$ cat src/rtl/function_bist_pkg.sv
// Shared definitions for the function_bist self-test sequencer.
//   state_t  : sequencer states
//   NUM_VEC  : number of exhaustive input vectors
//   VEC_W    : width of the function block input vector
//   expected : golden model of the block under test, f = x3 & (x1 | x2)
package function_bist_pkg;

   typedef enum logic [1:0] {IDLE, DRIVE, DONE} state_t;

   localparam int unsigned NUM_VEC = 16;
   localparam int unsigned VEC_W   = 4;

   function automatic logic expected(input logic [VEC_W-1:0] v);
      return v[3] & (v[1] | v[2]);
   endfunction

endpackage

$ cat src/rtl/function_bist_settle.sv
// Per-vector settle counter for function_bist.
//   clk   : rising-edge clock
//   rst_n : synchronous active-low reset
//   load  : force the counter back to zero (priority over en)
//   en    : advance the counter by one
//   hit   : counter has reached SETTLE; the current vector is ready to sample
module function_bist_settle #(
   parameter int unsigned SETTLE = 1
) (
   input  logic clk,
   input  logic rst_n,
   input  logic load,
   input  logic en,
   output logic hit
);

   logic [3:0] cnt;

   // The counter runs 0..SETTLE, so each vector is held for SETTLE+1 cycles.
   always_ff @(posedge clk) begin
      if (!rst_n) begin
         cnt <= 4'd0;
      end else if (load) begin
         cnt <= 4'd0;
      end else if (en) begin
         cnt <= cnt + 4'd1;
      end
   end

   assign hit = (cnt == 4'(SETTLE));

endmodule

$ cat src/rtl/function_bist.sv
// Self-test sequencer and response checker for the combinational block
// f = x3 & (x1 | x2). Walks all 16 vectors in ascending order, samples the
// block's response after each settle window and compares it to the golden model.
//   clk, rst_n     : clock, synchronous active-low reset
//   start          : begin a run (accepted in IDLE or DONE)
//   abort          : cancel a run; also clears done/pass when idle
//   dut_out        : response from the function block
//   vec            : drives {x3,x2,x1,x0} of the function block
//   busy, done     : run in progress / sticky run complete
//   pass           : no mismatches seen (valid with done)
//   fail_cnt       : mismatch count 0..16
//   first_fail(_vld): first mismatching vector and its valid flag
//   resp_vec       : sampled response per vector (only with FUNCTION_BIST_RESP_EN)
// Optional feature macro: FUNCTION_BIST_RESP_EN.
module function_bist
   import function_bist_pkg::*;
#(
   parameter int unsigned SETTLE = 1
) (
   input  logic        clk,
   input  logic        rst_n,
   input  logic        start,
   input  logic        abort,
   input  logic        dut_out,
   output logic [3:0]  vec,
   output logic        busy,
   output logic        done,
   output logic        pass,
   output logic [4:0]  fail_cnt,
   output logic [3:0]  first_fail,
   output logic        first_fail_vld
`ifdef FUNCTION_BIST_RESP_EN
   ,
   output logic [15:0] resp_vec
`endif
);

   state_t     state;
   logic       hit;
   logic       mismatch;
   logic [4:0] fail_inc;

   // Counter sits at zero outside DRIVE and restarts at each vector boundary.
   function_bist_settle #(
      .SETTLE (SETTLE)
   ) u_settle (
      .clk   (clk),
      .rst_n (rst_n),
      .load  ((state != DRIVE) || hit),
      .en    (state == DRIVE),
      .hit   (hit)
   );

   assign mismatch = (dut_out != expected(vec));
   assign fail_inc = fail_cnt + {4'd0, mismatch};

   always_ff @(posedge clk) begin
      if (!rst_n) begin
         state          <= IDLE;
         vec            <= 4'd0;
         busy           <= 1'b0;
         done           <= 1'b0;
         pass           <= 1'b0;
         fail_cnt       <= 5'd0;
         first_fail     <= 4'd0;
         first_fail_vld <= 1'b0;
`ifdef FUNCTION_BIST_RESP_EN
         resp_vec       <= 16'd0;
`endif
      end else begin
         unique case (state)
            IDLE, DONE: begin
               if (abort) begin
                  state <= IDLE;
                  vec   <= 4'd0;
                  done  <= 1'b0;
                  pass  <= 1'b0;
               end else if (start) begin
                  state          <= DRIVE;
                  vec            <= 4'd0;
                  busy           <= 1'b1;
                  done           <= 1'b0;
                  pass           <= 1'b0;
                  fail_cnt       <= 5'd0;
                  first_fail     <= 4'd0;
                  first_fail_vld <= 1'b0;
`ifdef FUNCTION_BIST_RESP_EN
                  resp_vec       <= 16'd0;
`endif
               end
            end
            DRIVE: begin
               // abort wins over the sample; partial results are kept.
               if (abort) begin
                  state <= IDLE;
                  vec   <= 4'd0;
                  busy  <= 1'b0;
                  done  <= 1'b0;
                  pass  <= 1'b0;
               end else if (hit) begin
                  fail_cnt <= fail_inc;
                  if (mismatch && !first_fail_vld) begin
                     first_fail     <= vec;
                     first_fail_vld <= 1'b1;
                  end
`ifdef FUNCTION_BIST_RESP_EN
                  resp_vec[vec] <= dut_out;
`endif
                  if (vec == 4'(NUM_VEC - 1)) begin
                     state <= DONE;
                     busy  <= 1'b0;
                     done  <= 1'b1;
                     pass  <= (fail_inc == 5'd0);
                  end else begin
                     vec <= vec + 4'd1;
                  end
               end
            end
            default: state <= IDLE;
         endcase
      end
   end

endmodule
$ cat config.mk
export PLATFORM = sky130hd
export DESIGN_NAME = function_bist
export DESIGN_NICKNAME = d
export VERILOG_FILES = /design/src/rtl/function_bist_pkg.sv /design/src/rtl/function_bist_settle.sv /design/src/rtl/function_bist.sv
export SDC_FILE = /design/constraint.sdc
export NUM_CORES = 1
export LEC_CHECK = 0
export CAP_MARGIN = 20
export CORE_MARGIN = 2
export CORE_UTILIZATION = 40
export CTS_CLUSTER_DIAMETER = 30
export CTS_CLUSTER_SIZE = 8
export DETAILED_ROUTE_END_ITERATION = 12
export PLACE_DENSITY = 0.62
export SLEW_MARGIN = 40
export SYNTH_ARGS = -nofsm -noshare
export SYNTH_HDL_FRONTEND = slang
export SYNTH_SLANG_ARGS = --single-unit
export TNS_END_PERCENT = 50
$ cat constraint.sdc
create_clock -name clk -period 6.1 [get_ports clk]
set_input_delay 1.22 -clock clk [delete_from_list [all_inputs] [get_ports clk]]
set_output_delay 1.22 -clock clk [all_outputs]
set_load 0.1 [all_outputs]
==> results.toml, run 1 <==
[floorplanning]
initial_core_util_pct = 42.2
core-area_mm2 = 0.00278
ioPinCount = 22
dieWidth_um = 58.1
row_count = 19
die_area_mm2 = 0.00338
die_h_um = 58.1

[outcome]
status = "finished clean"

[clocking]
htree_levels = 1
cts_tree = "done"
post_cts_buffers = 0
cts_resized = 0
clk_pin_slew_worst_paths_ns = 0.12
clockBufferDepth = 2
cts.sinks = 23
holdBufCountCts = 0
worstSkewPairLatency_ns = 0.30
cts_root_buffer = "clkbuf_4"
numCtsBuffers = 3

[finish]
drive_gt1_share_pct = 18.3
fin_cells = 184
nFillCells = 264
syn_to_final_growth_pct = 13.9
n_antenna_cell = 0
final_nets = 164

[timing]
maxSlewHeadroom_pct = 60.1
grt_setup_unrepaired = "false"
clock_skew_ns = 0.00362
hold_viol_final = 0
worst_pin_slew_ns = 0.598
final.period_utilization_pct = 48.5
drv_slew = 0
setup_viol = 0
max_freq_ghz = 0.338
min_period_ns = 2.96
fin_setup_tns_ns = 0

[synthesis]
ys.flop_type = "dfxtp_1"
ys_types = 41
ys_warn_count = 0
synth.cell_area_mm2 = 0.00117
syn-instance-count = 133
synth_top_area_share_pct = 39.3
yosys-top-cells-area = "dfxtp_1 39%, nand2_1 5.4%, ha_1 5.3%"
syn_nets = 143
synth_common_cells = "23 x dfxtp_1, 17 x nand2_1, 13 x nor2_1"
yosysTopAreaCell = "dfxtp_1"
ys_ff_latch = 23
syn_avg_cell_area_um2 = 8.81
synth_most_common_cell = "dfxtp_1"
synth-edff-count = 0
synth-seq-area-share_pct = 39.3
synthArstFlopShare_pct = 0

[grt]
grt_max_degree = 13
grt_pass1_vias = 918
antenna_found_initial = 0
grt_overflow = 0
grt_use_total_pct = 15.9
grt_pass1_wl_um = 4140

[critical_path]
crit_type = "input port to flip-flop"
crit_path_start_kind = "input port"
worstPathMaxFanout = 4
critPathTopFamily = "buffers and inverters"
required_ns = 6.31
crit_buf_inv = 2
crit_slowest_cell = "clkdlybuf4s50_1"
critPathMostFrequentCell = "ha_1"
endpoint_kind = "flip-flop"
crit_path_max_incr_delay_ns = 0.48
path_cells = "clkdlybuf4s50_1, xor2_1, inv_1, ha_1, ha_1, nor2_1, a21oi_1, o32a_1, o41ai_1"
critPathArrivalTime_ns = 3.18

[power_and_ir_drop]
p_switching_uw = 67.0
switching_share_pct = 26.4
p_int_uw = 187
pwr-share-seq_pct = 60.6
p_comb_share_pct = 12.3
clkPwrFrac_pct = 27.1
fin_total_pwr_uw = 254
power_density_mw_per_mm2 = 190
ir_drop_uv = 186
power_leakage_nw = 0.531

[route]
antenna_left = 0
drt-wirelength-per-cell_um = 13.5
routed_wl_um = 2480
dr.pass1.iters = 4
via_per_inst = 5.53
num_vias = 1018
drtIter0Drc = 71
post-route-drc-count = 0

[placed_design]
portBuffers = 21
hpwl_um = 1890
place_inst = 180
place_congestion = 0.806

[min_path]
hp-class = "flip-flop to flip-flop"

[flow_run]
max_cap_viol_count = 0
## through the flow
step	instance area, um^2	setup slack (ns)	hold slack, ns	utilization (%)
6_report	1340	3.14	0.467	48.0
4_1_cts	1340	3.13	0.473	48.0
3_3_place_gp	1390	2.86	0.448	50.1
5_1_grt	1340	3.01	0.497	48.0
3_5_place_dp	1310	2.80	0.455	47.1
2_1_floorplan	1170	3.29	0.433	-
## cell families after synthesis
group                      synth area share [%]
AOI/OAI and AO/OA                          18.9
xor gates and xnor gates                   2.24
adders and majority gates                  5.34
buffers and inverters                      3.95
DFF                                        39.3
muxes                                      5.12
and+or+nand+nor                            25.2
## registers in the layout, indices dropped and copies added (netlist names)
register	count
state	2
vec	4
busy	1
pass	1
done	1
u_settle.cnt	4
first_fail_vld	1
fail_cnt	5
first_fail	4
## final timing paths
kind,slack [ns],from,depth (start not counted),end
setup / recovery,3.14,dut_out,9,pass$_SDFFE_PN0P_
hold / removal,0.47,first_fail[2]$_SDFFE_PN0P_,2,first_fail[2]$_SDFFE_PN0P_
setup reg to reg,3.84,vec[2]$_SDFFE_PN0P_,9,pass$_SDFFE_PN0P_
hold reg to reg,0.47,first_fail[2]$_SDFFE_PN0P_,2,first_fail[2]$_SDFFE_PN0P_
## routing by layer
metal | part of all wire, % | GRT usage (%)
met2 | 50 | 26.8
met3 | 3.1 | 4.24
met1 | 46 | 20.3
met4 | 0.89 | 3.99
met5 | 0 | 0
## layout make-up
cell class	instances	area, um^2	area share, %
clock buffers	4	26.3	1.97
flip-flops and latches	23	460	34.5
repair buffers	21	125	9.37
inverters	5	18.8	1.41
multi-input cells	100	666	49.9
well taps	31	38.8	2.91
## power by group through the flow
stage          clock network [mW]  registers [mW]  logic (mW)
2_1_floorplan                   0           0.164      0.0172
3_3_place_gp                    0           0.157      0.0320
3_5_place_dp                    0           0.157      0.0316
4_1_cts                    0.0749           0.154      0.0315
5_1_grt                    0.0811           0.154      0.0339
6_report                   0.0688           0.154      0.0313
## layout by cell type (no fill, tap or decap), types with 5 or more instances in the layout
| master | instances |
|---|---|
| buf_2 | 17 |
| dfxtp_1 | 23 |
| ha_1 | 5 |
| nand2_1 | 17 |
| a21oi_1 | 9 |
| nand3_1 | 7 |
| mux2i_1 | 6 |
| o21ai_0 | 5 |
| inv_1 | 5 |
| nor2_1 | 13 |
## worst min-delay path: stages, from the launching register on
cell,delay (ns)
dfxtp_1,0.33
nand2_1,0.05
mux2i_1,0.05
Note: power is estimated with default switching activity, not from simulation.
==> inputs of run 2 (changes only) <==
- clock period: 6.1 -> 2.8 ns (I/O delays scaled with it)
==> results.toml, run 2 (same netlist as run 1, synthesis figures left out) <==
[finish]
largest_reg_flops = 5
drive_gt1_share_pct = 20.1
largest-register = "fail_cnt"
syn_to_final_growth_pct = 18.6
fin_cells = 185
layout_common_cells = "22 x dfxtp_1, 18 x buf_4, 17 x nand2_1, 13 x nor2_1, 9 x a21oi_1"
final_common_cell = "dfxtp_1"
nFillCells = 279
final_nets = 165
n_antenna_cell = 0
final_cell_area_mm2 = 0.00139

[route]
num_vias = 1050
drtIter0Drc = 51
routed_wl_um = 2560
drt-wirelength-per-cell_um = 13.8
via_per_inst = 5.68
antenna_left = 0
post-route-drc-count = 0
dr.pass1.iters = 4

[timing]
setup_viol = 0
drv_slew = 0
clock_skew_ns = 0.00296
fin_ws_ns = 0.540
worst_pin_slew_ns = 0.589
max_freq_ghz = 0.442
fin_setup_tns_ns = 0
maxSlewHeadroom_pct = 60.6
min_period_ns = 2.26
grt_setup_unrepaired = "false"
final.period_utilization_pct = 80.7
hold_viol_final = 0

[outcome]
status = "finished clean"

[clocking]
holdBufCountCts = 0
cts.sinks = 23
clockBufferDepth = 2
cts_tree = "done"
htree_levels = 1
numCtsBuffers = 3
clk_pin_slew_worst_paths_ns = 0.14
post_cts_buffers = 0
worstSkewPairLatency_ns = 0.32
cts_root_buffer = "clkbuf_4"
cts_resized = 0

[power_and_ir_drop]
clkPwrFrac_pct = 28.9
power_leakage_nw = 0.533
power_density_mw_per_mm2 = 410
pwr-share-seq_pct = 58.7
switching_share_pct = 28.4
fin_total_pwr_uw = 570
p_switching_uw = 162
p_comb_share_pct = 12.4
ir_drop_uv = 268
p_int_uw = 408

[flow_run]
max_cap_viol_count = 0

[floorplanning]
die_area_mm2 = 0.00338
row_count = 19
dieWidth_um = 58.1
die_h_um = 58.1
initial_core_util_pct = 42.2
core-area_mm2 = 0.00278
ioPinCount = 22

[critical_path]
critPathTopFamily = "compound AO/OA/AOI/OAI gates"
crit_path_max_incr_delay_ns = 0.42
endpoint_kind = "flip-flop"
path_cells = "o21ai_0, xor2_1, inv_1, ha_1, ha_1, nor2_1, a21oi_1, o32a_1, o41ai_1"
crit_slowest_cell = "dfxtp_1"
required_ns = 3.04
crit_type = "flip-flop to flip-flop"
crit_buf_inv = 1
critPathMostFrequentCell = "ha_1"
worstPathMaxFanout = 9
critPathArrivalTime_ns = 2.50
crit_path_start_kind = "flip-flop"

[min_path]
hp-class = "flip-flop to flip-flop"

[grt]
grt_pass1_wl_um = 4150
grt_max_degree = 15
antenna_found_initial = 0
grt_overflow = 0
grt_pass1_vias = 965
grt_use_total_pct = 15.9

[placed_design]
dpl_cell_area_mm2 = 0.00136
post-place-ws_ns = 0.171
portBuffers = 21
place_congestion = 0.829
place_inst = 181
hpwl_um = 1930
[run 2: final cells by class]
class	instances	area [um^2]	area share, %
Sequential cell	23	462	33.2
Clock inverter	1	7.51	0.540
Timing Repair Buffer	22	175	12.6
Multi-Input combinational cell	100	666	47.9
Tap cell	31	38.8	2.79
Inverter	5	18.8	1.35
Clock buffer	3	22.5	1.62
[run 2: path summary, 6_finish.rpt]
check                                                 from                    endpoint  slack (ns)  cells past startpoint
worst max-delay path                   vec[2]$_SDFFE_PN0P_           pass$_SDFFE_PN0P_        0.54                      9
worst min-delay path            first_fail[1]$_SDFFE_PN0P_  first_fail[1]$_SDFFE_PN0P_        0.48                      2
worst max register to register         vec[2]$_SDFFE_PN0P_           pass$_SDFFE_PN0P_        0.54                      9
worst min register to register  first_fail[1]$_SDFFE_PN0P_  first_fail[1]$_SDFFE_PN0P_        0.48                      2
[run 2: power groups by stage]
stage / sequential [mW] / clock, mW / combinational (mW)
after floorplan: 0.358 / 0 / 0.0375
after global routing: 0.336 / 0.177 / 0.0761
after detailed placement: 0.342 / 0 / 0.0709
final: 0.335 / 0.165 / 0.0706
after global placement: 0.342 / 0 / 0.0702
after CTS: 0.335 / 0.168 / 0.0708
[run 2: worst register-to-register path: cells and delay by family (launching register included)]
kind	cells	cell delay (ns)
compound gates	4	0.79
xor+xnor	1	0.34
fa+ha+maj	2	0.44
buf+inv	1	0.08
flops	1	0.42
simple gates	1	0.09
[run 2: through the flow]
step,hold WS [ns],util (%)
2_1_floorplan,0.433,-
3_3_place_gp,0.448,48.9
3_5_place_dp,0.458,48.9
4_1_cts,0.482,50.0
5_1_grt,0.501,50.0
6_report,0.476,50.0
[run 2: per-layer routing]
metal | share of wire, % | global-route usage, % | routed length [um]
met1 | 47 | 19.2 | 1200
met5 | 0 | 0 | 0
met3 | 3.8 | 2.23 | 98
met4 | 2.3 | 9.30 | 60
met2 | 47 | 26.9 | 1200
